--- config.mk ---
export PLATFORM = sky130hd
export DESIGN_NAME = hazard_ctrl
export DESIGN_NICKNAME = d
export VERILOG_FILES = /design/src/rtl/hazard_ctrl.sv
export SDC_FILE = /design/constraint.sdc
export NUM_CORES = 1
export LEC_CHECK = 0
export ABC_AREA = 1
export BUFFER_PORTS_ARGS = -buffer_cell sky130_fd_sc_hd__buf_2
export CAP_MARGIN = 20
export CORE_ASPECT_RATIO = 0.8
export CORE_UTILIZATION = 46
export CTS_CLUSTER_DIAMETER = 60
export CTS_CLUSTER_SIZE = 14
export DETAILED_ROUTE_END_ITERATION = 10
export PLACE_DENSITY = 0.8
export RECOVER_POWER = 25
export SYNTH_ARGS = -nofsm -noshare
export SYNTH_HDL_FRONTEND = slang
export SYNTH_SLANG_ARGS = --single-unit
--- constraint.sdc ---
create_clock -name clk_i -period 2.15 [get_ports clk_i]
set_clock_uncertainty 0.15 [all_clocks]
set_input_delay 0.5375 -clock clk_i [delete_from_list [all_inputs] [get_ports clk_i]]
set_output_delay 0.5375 -clock clk_i [all_outputs]
set_load 0.05 [all_outputs]
--- src/rtl/hazard_ctrl.sv ---
// Stall/flush/forwarding controller for the five-stage core: load-use and branch-operand
// hazards, multi-cycle divide sequencing, memory-port stalls and exception flush ordering.
module hazard_ctrl #(
    parameter int DIV_CYCLES = 34
) (
    input  logic       clk_i,
    input  logic       rst_i,
    input  logic [4:0] rs_d_i,
    input  logic [4:0] rt_d_i,
    input  logic       branch_d_i,
    input  logic [4:0] rs_e_i,
    input  logic [4:0] rt_e_i,
    input  logic [4:0] dst_e_i,
    input  logic       wreg_e_i,
    input  logic       rmem_e_i,
    input  logic       div_e_i,
    input  logic [4:0] dst_m_i,
    input  logic [4:0] dst_w_i,
    input  logic       wreg_m_i,
    input  logic       rmem_m_i,
    input  logic       wreg_w_i,
    input  logic       istall_i,
    input  logic       dstall_i,
    input  logic       except_m_i,
    output logic       stall_f_o,
    output logic       stall_d_o,
    output logic       stall_e_o,
    output logic       stall_m_o,
    output logic       flush_d_o,
    output logic       flush_e_o,
    output logic       flush_m_o,
    output logic       flush_w_o,
    output logic       exc_redirect_o,
    output logic       div_done_o,
    output logic [1:0] fwd_a_e_o,
    output logic [1:0] fwd_b_e_o,
    output logic       fwd_a_d_o,
    output logic       fwd_b_d_o
);

    localparam logic [1:0] S_RUN      = 2'd0;
    localparam logic [1:0] S_DIV      = 2'd1;
    localparam logic [1:0] S_EXC_WAIT = 2'd2;
    localparam logic [5:0] CNT_LOAD   = 6'(DIV_CYCLES - 2);

    logic [1:0] r_state, w_state_nxt;
    logic [5:0] r_cnt, w_cnt_nxt;

    logic w_e_rs, w_e_rt, w_m_rs, w_m_rt;
    logic w_lu, w_mem_busy, w_exc_req;
    logic [1:0] w_fwd_a_e, w_fwd_b_e;
    logic w_stall_f, w_stall_d, w_stall_e, w_stall_m;
    logic w_flush_d, w_flush_e, w_flush_m, w_flush_w;
    logic w_redirect, w_div_done;

    function automatic logic f_match(input logic wr, input logic [4:0] dst, input logic [4:0] src);
        return wr && (dst != 5'd0) && (dst == src);
    endfunction

    assign w_fwd_a_e = f_match(wreg_m_i, dst_m_i, rs_e_i) ? 2'b10 :
                       f_match(wreg_w_i, dst_w_i, rs_e_i) ? 2'b01 : 2'b00;
    assign w_fwd_b_e = f_match(wreg_m_i, dst_m_i, rt_e_i) ? 2'b10 :
                       f_match(wreg_w_i, dst_w_i, rt_e_i) ? 2'b01 : 2'b00;

    assign w_e_rs = f_match(wreg_e_i, dst_e_i, rs_d_i);
    assign w_e_rt = f_match(wreg_e_i, dst_e_i, rt_d_i);
    assign w_m_rs = f_match(wreg_m_i, dst_m_i, rs_d_i);
    assign w_m_rt = f_match(wreg_m_i, dst_m_i, rt_d_i);

    // A load in MEM cannot feed the ID comparator, so branches wait for it instead.
    assign w_lu = (rmem_e_i & (w_e_rs | w_e_rt)) |
                  (branch_d_i & (w_e_rs | w_e_rt | (rmem_m_i & (w_m_rs | w_m_rt))));

    assign w_mem_busy = istall_i | dstall_i;
    assign w_exc_req  = except_m_i | (r_state == S_EXC_WAIT);

    always_comb begin
        w_state_nxt = r_state;
        w_cnt_nxt   = r_cnt;
        w_stall_f   = 1'b0;
        w_stall_d   = 1'b0;
        w_stall_e   = 1'b0;
        w_stall_m   = 1'b0;
        w_flush_d   = 1'b0;
        w_flush_e   = 1'b0;
        w_flush_m   = 1'b0;
        w_flush_w   = 1'b0;
        w_redirect  = 1'b0;
        w_div_done  = 1'b0;
        if (w_exc_req && !w_mem_busy) begin
            {w_flush_d, w_flush_e, w_flush_m, w_flush_w} = 4'b1111;
            w_redirect  = 1'b1;
            w_state_nxt = S_RUN;
            w_cnt_nxt   = '0;
        end else if (w_exc_req) begin
            {w_stall_f, w_stall_d, w_stall_e, w_stall_m} = 4'b1111;
            w_flush_w   = 1'b1;
            w_state_nxt = S_EXC_WAIT;
            w_cnt_nxt   = '0;
        end else if (w_mem_busy) begin
            // Memory stall freezes state and counter, pausing any divide.
            {w_stall_f, w_stall_d, w_stall_e, w_stall_m} = 4'b1111;
            w_flush_w = 1'b1;
        end else if (r_state == S_DIV && r_cnt != 6'd0) begin
            {w_stall_f, w_stall_d, w_stall_e} = 3'b111;
            w_flush_m = 1'b1;
            w_cnt_nxt = r_cnt - 6'd1;
        end else if (r_state == S_DIV) begin
            w_div_done  = 1'b1;
            w_state_nxt = S_RUN;
            w_stall_f   = w_lu;
            w_stall_d   = w_lu;
            w_flush_e   = w_lu;
        end else if (div_e_i) begin
            {w_stall_f, w_stall_d, w_stall_e} = 3'b111;
            w_flush_m   = 1'b1;
            w_state_nxt = S_DIV;
            w_cnt_nxt   = CNT_LOAD;
        end else begin
            w_stall_f = w_lu;
            w_stall_d = w_lu;
            w_flush_e = w_lu;
        end
    end

    always_ff @(posedge clk_i or negedge rst_i) begin
        if (!rst_i) begin
            r_state <= S_RUN;
            r_cnt   <= '0;
        end else begin
            r_state <= w_state_nxt;
            r_cnt   <= w_cnt_nxt;
        end
    end

    assign stall_f_o      = rst_i & w_stall_f;
    assign stall_d_o      = rst_i & w_stall_d;
    assign stall_e_o      = rst_i & w_stall_e;
    assign stall_m_o      = rst_i & w_stall_m;
    assign flush_d_o      = rst_i & w_flush_d;
    assign flush_e_o      = rst_i & w_flush_e;
    assign flush_m_o      = rst_i & w_flush_m;
    assign flush_w_o      = rst_i & w_flush_w;
    assign exc_redirect_o = rst_i & w_redirect;
    assign div_done_o     = rst_i & w_div_done;
    assign fwd_a_e_o      = rst_i ? w_fwd_a_e : 2'b00;
    assign fwd_b_e_o      = rst_i ? w_fwd_b_e : 2'b00;
    assign fwd_a_d_o      = rst_i & w_m_rs & ~rmem_m_i;
    assign fwd_b_d_o      = rst_i & w_m_rt & ~rmem_m_i;

endmodule
==> out/qor.yml, run 1 <==
run_status:
  status: "stopped before the end"
  stop_stage: "5_1_grt"
  firstError: "[ERROR DPL-0038] Utilization greater than 100%, impossible to legalize"
synth:
  synth.top_cell.area_share_pct: 15.90
  yosys.area_share.simple_pct: 37.67
  yosys.area.top_type: "dfrtp_1"
  synthesis.area_mm2: 0.001259
  synth_seq_cells: 8
  yosys-mux-area-fraction_pct: 0
  syn-instance-count: 201
  yosysWarnings: 0
  synthTopCellsByArea: "dfrtp_1, xor2_1, nand2_1"
  avgSynthCellArea_um2: 6.262
  synth-adder-area-share_pct: 1.988
  synth_compound_area_share_pct: 10.93
  yosysSeqAreaShare_pct: 15.90
  syn_nets: 250
  synth_top_family_by_area: "simple AND/OR/NAND/NOR gates"
  yosys.area_share.xor_xnor_pct: 21.57
  synth_cell_types: 33
place:
  detailedPlace.worstSlack_ps: -356.0
  place_congestion: 0.8995
  dp_hpwl_um: 3041
  numPortBuffers: 62
clock_network:
  cts_root_buf: "clkbuf_4"
  clockBufferDepth: 2
  cts.sinks: 8
  tritoncts.num_buffers: 3
  htreeDepth: 1
  postCtsHoldBufs: 0
timing:
  worst-ep-kind: "output port"
  grt-worst-endpoint: "stall_f_o"
die:
  num_rows: 16
  initial_core_util_pct: 49.90
  fp.dieW_um: 60.49
  dieHeight_um: 48.79
  ios: 63
global_routing:
  grt_max_degree: 12
[cells in the mapped netlist]
cell type  count
o21a_1         1
ha_1           2
a21oi_1        5
nor3b_1        1
or2_0          1
o21ai_0        1
nor2_1        22
buf_2          3
dfrtp_1        8
nand3b_1       1
nand4_1        4
o21ai_2        3
nand4_2        1
nor2_2         1
o32ai_2        1
inv_1         26
nand2_2        1
o21ai_1        3
a211oi_1       1
inv_2          6
xor2_1        22
o2111ai_1      1
nor3_1         9
nand3_1       14
or2_1          1
buf_4          2
o211ai_1       1
nand2_4        2
o22ai_1        3
or2_4          1
xnor2_1        9
or2_2          1
nand2_1       43
[logic make-up after synthesis]
group | after synthesis
AO/OA/AOI/OAI | 20
XOR/XNOR | 31
adder cells (fa/ha/maj) | 2
buffers and inverters | 37
flip-flops | 8
AND/OR/NAND/NOR | 103
[timing repair]
item / CTS
resized for setup: 95
endpoints found under the hold margin: 0
endpoints found under the setup margin: 15
buffers inserted: 1
pin swaps: 29
[stage by stage]
| step | std cells | utilization (%) | cell area, um^2 | hold WS, ps |
|---|---|---|---|---|
| after floorplan | 201 | - | 1384 | 91.91 |
| after global placement | 320 | 74.01 | 1867 | 333.4 |
| after detailed placement | 320 | 74.01 | 1867 | 351.5 |
| after CTS | 323 | 88.44 | 2231 | 69.67 |
==> run 2, diff against run 1 <==
--- a/config.mk
+++ b/config.mk
@@ -8,12 +8,10 @@
 export ABC_AREA = 1
 export BUFFER_PORTS_ARGS = -buffer_cell sky130_fd_sc_hd__buf_2
 export CAP_MARGIN = 20
-export CORE_ASPECT_RATIO = 0.8
-export CORE_UTILIZATION = 46
-export CTS_CLUSTER_DIAMETER = 60
-export CTS_CLUSTER_SIZE = 14
+export CORE_AREA = 2 2 63 65
 export DETAILED_ROUTE_END_ITERATION = 10
-export PLACE_DENSITY = 0.8
+export DIE_AREA = 0 0 65 67
+export PLACE_DENSITY_LB_ADDON = 0.15
 export RECOVER_POWER = 25
 export SYNTH_ARGS = -nofsm -noshare
 export SYNTH_HDL_FRONTEND = slang
==> run 2 against run 1 <==
Compared with the run above:
- the flow now finishes, with violations (negative setup slack)
- synthesized cell count did not move
- synthesized area stayed put
==> out/qor.yml, run 2 <==
run_status:
  status: "finished, violations left"
  violations: "negative setup slack"
synth:
  yosysSeqAreaShare_pct: 15.90  # unchanged
  synth.top_cell.area_share_pct: 15.90  # unchanged
  synth-edff-count: 0  # unchanged
  synth.most_common_cell: "nand2_1"
  synth_flop_cell: "dfrtp_1"
  synth_seq_cells: 8  # unchanged
  yosys.area.top_type: "dfrtp_1"
  syn_nets: 250  # unchanged
  synth_cell_types: 33  # unchanged
  synthesis.area_mm2: 0.001259  # unchanged
  syn-instance-count: 201  # unchanged
  synthTopCellsByArea: "dfrtp_1, xor2_1, nand2_1"
  yosysWarnings: 0  # unchanged
  synth_commonest_cells: "nand2_1, inv_1, nor2_1, xor2_1, nand3_1"
  avgSynthCellArea_um2: 6.262  # unchanged
  async_flop_share_pct: 100.0  # unchanged
cells_and_area:
  diodes: 0
  largest_reg_flops: 6
  drive_gt1_share_pct: 55.63
  syn_to_final_growth_pct: 97.42
  reg.largest.list: "r_cnt (6), r_state (2)"
  mostFrequentLayoutCell: "buf_4"
  final_util_pct: 68.91
  fin_nets: 353
  regMostFlops: "r_cnt"
  final_cell_mix: "buf_4, nand2_1, buf_2"
  design_area_mm2: 0.002485
setup_path:
  reg2reg_from: "r_state[0]"
  critPathLaunchType: "primary input"
  reg2reg_slack_ps: 480
  cp-startpoint: "rt_d_i[0]"
  required_ps: 1460
  endpoint: "stall_f_o"
  r2r_end: "r_cnt[5]"
  end_kind: "output pin"
  cp_max_fo: 2
  rr_worst_depth: 9
  cp.arrival_ps: 1650
  worstSetupPathType: "primary input to output pin"
place:
  placed_area_mm2: 0.001927  # +3.2%
  place_congestion: 0.8300  # -7.7%
  dp_hpwl_um: 2992  # -1.6%
  detailedPlace.worstSlack_ps: -310.9  # +45.10 ps
  numPortBuffers: 62  # unchanged
timing:
  timing.fmax_mhz: 428.6
  tightestPinTransition_ps: 244.4
  finalSetupViolCount: 12
  hold_violations: 0
  rsz0062_at_grt: "yes"
  max-slew-margin-rel_pct: 83.69
  slew_violations: 0
  post-route-min-period_ps: 2333
  fin_ws_ps: -183.0
  post-route-period-util_pct: 108.5
die:
  dieHeight_um: 67  # +37%
  core_region_area_mm2: 0.003606
  die_area_mm2: 0.004355
  fp.dieW_um: 65  # +7.5%
  ios: 63  # unchanged
  initial_core_util_pct: 34.91  # -15 points
  num_rows: 22  # +6
power_and_ir_drop:
  ir_drop_v: 0.0002155
  p_total_uw: 761.0
  leakage_uw: 0.001271
  power_density_mw_per_mm2: 306.2
job:
  drv_cap: 0
drt:
  ant_nets: 0
  drcViolationCount: 0
  drt-total-wl_um: 4251
  vias_per_cell: 4.594
  routed-via-count: 1608
  wl_per_cell_um: 12.15
  drt_iter0_drc: 44
  first_pass_iters: 4
clock_network:
  postCtsHoldBufs: 0  # unchanged
  cts_root_buf: "clkbuf_8"
  path_clk_slew_ps: 40
  htreeDepth: 1  # unchanged
  cts_tree: "built"
  tritoncts.num_buffers: 3  # unchanged
  clk_latency_ps: 230
  cts.sinks: 8  # unchanged
  clockBufferDepth: 2  # unchanged
global_routing:
  grt_first_pass_wirelength_um: 6755
  antenna_found_initial: 0
  grt_max_degree: 12
  grt_use_total_pct: 20.29
  grt_pass1_vias: 1619
  gr-total-overflow: 0
min_path:
  hold_path_class: "primary input to asynchronous set/reset pin"
[run 2: cell counts after synthesis]
No cell type changed its count.
[run 2: cell families (layout without fill, tap and decap cells)]
| family | after synthesis | count (layout) | share of synthesized area, % |
|---|---|---|---|
| AOI/OAI and AO/OA | 20 | 20 | 10.94 |
| xor gates and xnor gates | 31 | 31 | 21.57 |
| adders and majority gates | 2 | 2 | 1.988 |
| buffers and inverters | 37 | 138 | 11.93 |
| DFF | 8 | 8 | 15.90 |
| and+or+nand+nor | 103 | 103 | 37.68 |
[run 2: worst min path at each step]
stage	from	endpoint	slack, ps	cells past startpoint
2_1_floorplan	rst_i	r_cnt[0]	90	0
3_3_place_gp	rst_i	r_state[0]	340	2
3_5_place_dp	rst_i	r_state[0]	340	2
4_1_cts	rst_i	r_state[0]	100	2
5_1_grt	rst_i	r_state[0]	160	2
6_report	rst_i	r_state[0]	140	2
[run 2: what timing repair did]
| item | CTS | global route |
|---|---|---|
| hold endpoints to repair | 0 | 0 |
| gates resized for setup | 85 | 38 |
| setup buffers | 7 | 3 |
| pin swaps | 30 | 25 |
| endpoints found under the setup margin | 15 | 15 |
[run 2: final cells by class]
type | count | area (um^2)
clock buffer | 3 | 41.29
timing repair buffer | 103 | 884.6
fill | 303 | 1121
sequential | 8 | 200.2
multi-input combinational | 156 | 1167
tap | 48 | 60.06
inverter | 32 | 131.4
[run 2: per-layer routing]
layer  track usage [%]  routed length [um]  share of wire, %  up-vias
li1                  -                   -                 -      843
met3             3.885                 206               4.8        9
met1             23.19                1765                42      710
met2             37.24                2184                51       46
met5                 0                   0                 0        -
met4             7.447                  95               2.2        0
[run 2: report_power, final]
part           internal, uW  leakage, uW  switching [uW]  total [uW]
combinational           205      0.00114             219         424
sequential              156     0.000108            2.26         158
clock                   121    0.0000216            58.1         179
[run 2: metrics by stage]
stage	setup TNS [ps]	std cells	hold WS (ps)
2_1_floorplan	-584.2	201	91.91
3_3_place_gp	-1809	338	342.7
3_5_place_dp	-1945	338	339.8
4_1_cts	-668.8	348	99.27
5_1_grt	-1891	350	155.3
6_report	-1005	350	144.0
[run 2: critical path, stage by stage]
cell and delay [ps]:
buf_4 130, xnor2_2 150, nand2_1 90, nor2_2 120, nand3_2 80, nand2_1 80, nand2_1 60, nand2_2 100
nand2_4 70, nand2_8 80, buf_8 140
Power figures use the tool's default switching activity.
==> run 3, diff against run 2 <==
--- a/config.mk
+++ b/config.mk
@@ -8,9 +8,11 @@
 export ABC_AREA = 1
 export BUFFER_PORTS_ARGS = -buffer_cell sky130_fd_sc_hd__buf_2
 export CAP_MARGIN = 20
-export CORE_AREA = 2 2 63 65
+export CELL_PAD_IN_SITES_DETAIL_PLACEMENT = 0
+export CELL_PAD_IN_SITES_GLOBAL_PLACEMENT = 1
+export CORE_UTILIZATION = 30
 export DETAILED_ROUTE_END_ITERATION = 10
-export DIE_AREA = 0 0 65 67
+export MAX_ROUTING_LAYER = met4
 export PLACE_DENSITY_LB_ADDON = 0.15
 export RECOVER_POWER = 25
 export SYNTH_ARGS = -nofsm -noshare
==> run 3 against run 2 <==
Compared with the run above:
- the flow still finishes with violations (negative setup slack)
- setup slack better by 26 ps
- utilization is 7.5 points lower
- flip-flop and latch count stayed put
- combinational power is 2% lower
- largest cell class unchanged
==> out/qor.yml, run 3 (synthesis results as in run 2) <==
job:
  drv_cap: 0  # unchanged
clock_network:
  clockBufferDepth: 2  # unchanged
  cts_root_buf: "clkbuf_8"
  path_clk_slew_ps: 40  # about the same
  cts.sinks: 8  # unchanged
  clk_latency_ps: 230  # about the same
  cts_tree: "built"
  htreeDepth: 1  # unchanged
  tritoncts.num_buffers: 3  # unchanged
timing:
  post-route-period-util_pct: 107.3  # -1.2 points
  tightestPinTransition_ps: 350.2  # +105.8 ps
  fin_ws_ps: -156.6  # +26.41 ps
  hold_violations: 0  # unchanged
  rsz0062_at_grt: "yes"
  hold_ws_ps: 132.1  # -11.84 ps
  slew_violations: 0  # unchanged
  post-route-min-period_ps: 2307  # -26.41 ps
  timing.fmax_mhz: 433.5  # +1.1%
  max-slew-margin-rel_pct: 76.63  # -7.1 points
  finalSetupViolCount: 13  # +1
power_and_ir_drop:
  power_density_mw_per_mm2: 307.4  # +0.39%
  ir_drop_v: 0.0002621  # +22%
  leakage_uw: 0.001251  # -1.6%
cells_and_area:
  syn_to_final_growth_pct: 95.23
  final_util_pct: 61.43  # -7.5 points
  diodes: 0  # unchanged
  largest_reg_flops: 6  # unchanged
  regMostFlops: "r_cnt"
  drive_gt1_share_pct: 57.72  # +2.1 points
  reg.largest.list: "r_cnt (6), r_state (2)"
  fin_nets: 349  # -1.1%
  final_cell_mix: "nand2_1, buf_2, buf_4"
drt:
  ant_nets: 0  # unchanged
  drcViolationCount: 0  # unchanged
  wl_per_cell_um: 11.59  # -4.6%
  first_pass_iters: 4  # unchanged
  vias_per_cell: 4.511  # -1.8%
  drt_iter0_drc: 37  # -16%
  drt-total-wl_um: 4033  # -5.1%
  routed-via-count: 1570  # -2.4%
setup_path:
  end_kind: "output pin"
  critPathLaunchType: "flop"
  rr_worst_depth: 10  # +1
  worstSetupPathType: "flop to output pin"
  required_ps: 1460  # about the same
  cp.arrival_ps: 1620  # -30 ps
  reg2reg_slack_ps: 460  # -20 ps
  cp_max_fo: 2  # unchanged
  reg2reg_from: "r_cnt[0]"
  r2r_end: "r_cnt[2]"
place:
  place_congestion: 0.8039  # -3.1%
  dp_hpwl_um: 3119  # +4.3%
  numPortBuffers: 62  # unchanged
die:
  num_rows: 23  # +4.5%
  core_region_area_mm2: 0.004000  # +11%
  initial_core_util_pct: 31.47  # -3.4 points
  die_area_mm2: 0.004459  # +2.4%
  ios: 63  # unchanged
  dieHeight_um: 66.78  # -0.34%
  fp.dieW_um: 66.78  # +2.7%
global_routing:
  grt_use_total_pct: 19.36  # -0.93 points
  grt_max_degree: 12  # unchanged
  antenna_found_initial: 0  # unchanged
  grt_pass1_vias: 1537  # -5.1%
  gr-total-overflow: 0  # unchanged
  grt_first_pass_wirelength_um: 6513  # -3.6%
run_status:
  violations: "negative setup slack"
  status: "finished, violations left"
min_path:
  hold_path_class: "primary input to asynchronous set/reset pin"
run 3: changes by cell type in the layout (fill, tap and decap cells not counted), moves of 3 or more:
cell and change:
nor2_1 -3, buf_6 +3, nor2_2 +4, inv_1 -3
inv_2 +3, buf_4 -5
run 3: per-layer routing:
metal | vias up | global-route usage [%] | wire [um]
met4 | 0 | 2.394 | 18
met2 | 44 | 32.32 | 1995
met5 | - | - | 0
met1 | 690 | 25.03 | 1859
met3 | 2 | 3.253 | 160
li1 | 834 | - | -
run 3: area by class of cell:
type,count,area (um^2)
Inverter,32,128.9
Fill cell,380,1543
Tap cell,50,62.56
Sequential cell,8,200.2
Clock buffer,3,41.29
Timing Repair Buffer,99,845.8
Multi-Input combinational cell,156,1179
run 3: repair_timing:
| action | CTS | global route |
|---|---|---|
| hold buffers | 0 | 0 |
| pin swaps | 29 | 12 |
| gates resized for setup | 99 | 25 |
| buffers inserted | 5 | 2 |
| endpoints found under the setup margin | 15 | 15 |
run 3: power breakdown:
group	leakage, uW	switching (uW)	internal, uW	total [uW]
Combinational	0.00112	216	200	416
Clock	0.0000216	59.7	121	181
Sequential	0.000108	2.83	156	159
run 3: how the worst max path moves through the flow:
| stage | from | endpoint | slack [ps] |
|---|---|---|---|
| global route | r_cnt[1] | div_done_o | -220 |
| detailed placement | dst_m_i[0] | stall_f_o | -310 |
| global placement | dst_m_i[0] | stall_d_o | -290 |
| floorplan | dst_m_i[3] | fwd_b_e_o[0] | -230 |
| finish | r_cnt[1] | div_done_o | -160 |
| CTS | r_cnt[1] | div_done_o | -160 |
run 3: per-stage QoR:
step | setup TNS, ps | std cells | worst slack (ps) | cell area, um^2 | power [uW]
after floorplan | -584.2 | 201 | -229.8 | 1384 | 357.7
after global placement | -1915 | 339 | -290.2 | 1922 | 479.3
after detailed placement | -2093 | 339 | -305.6 | 1922 | 479.3
after CTS | -789.0 | 347 | -160.0 | 2352 | 741.8
after global routing | -1802 | 348 | -220.0 | 2457 | 808.5
final | -1083 | 348 | -156.6 | 2457 | 755.4
run 3: worst max-delay path, stage by stage (launching register included):
cell     delay, ps
dfrtp_1        360
inv_2           80
ha_4           140
nand4_4        100
buf_4          150
or2_4          250
nor3_4         130
buf_6          180
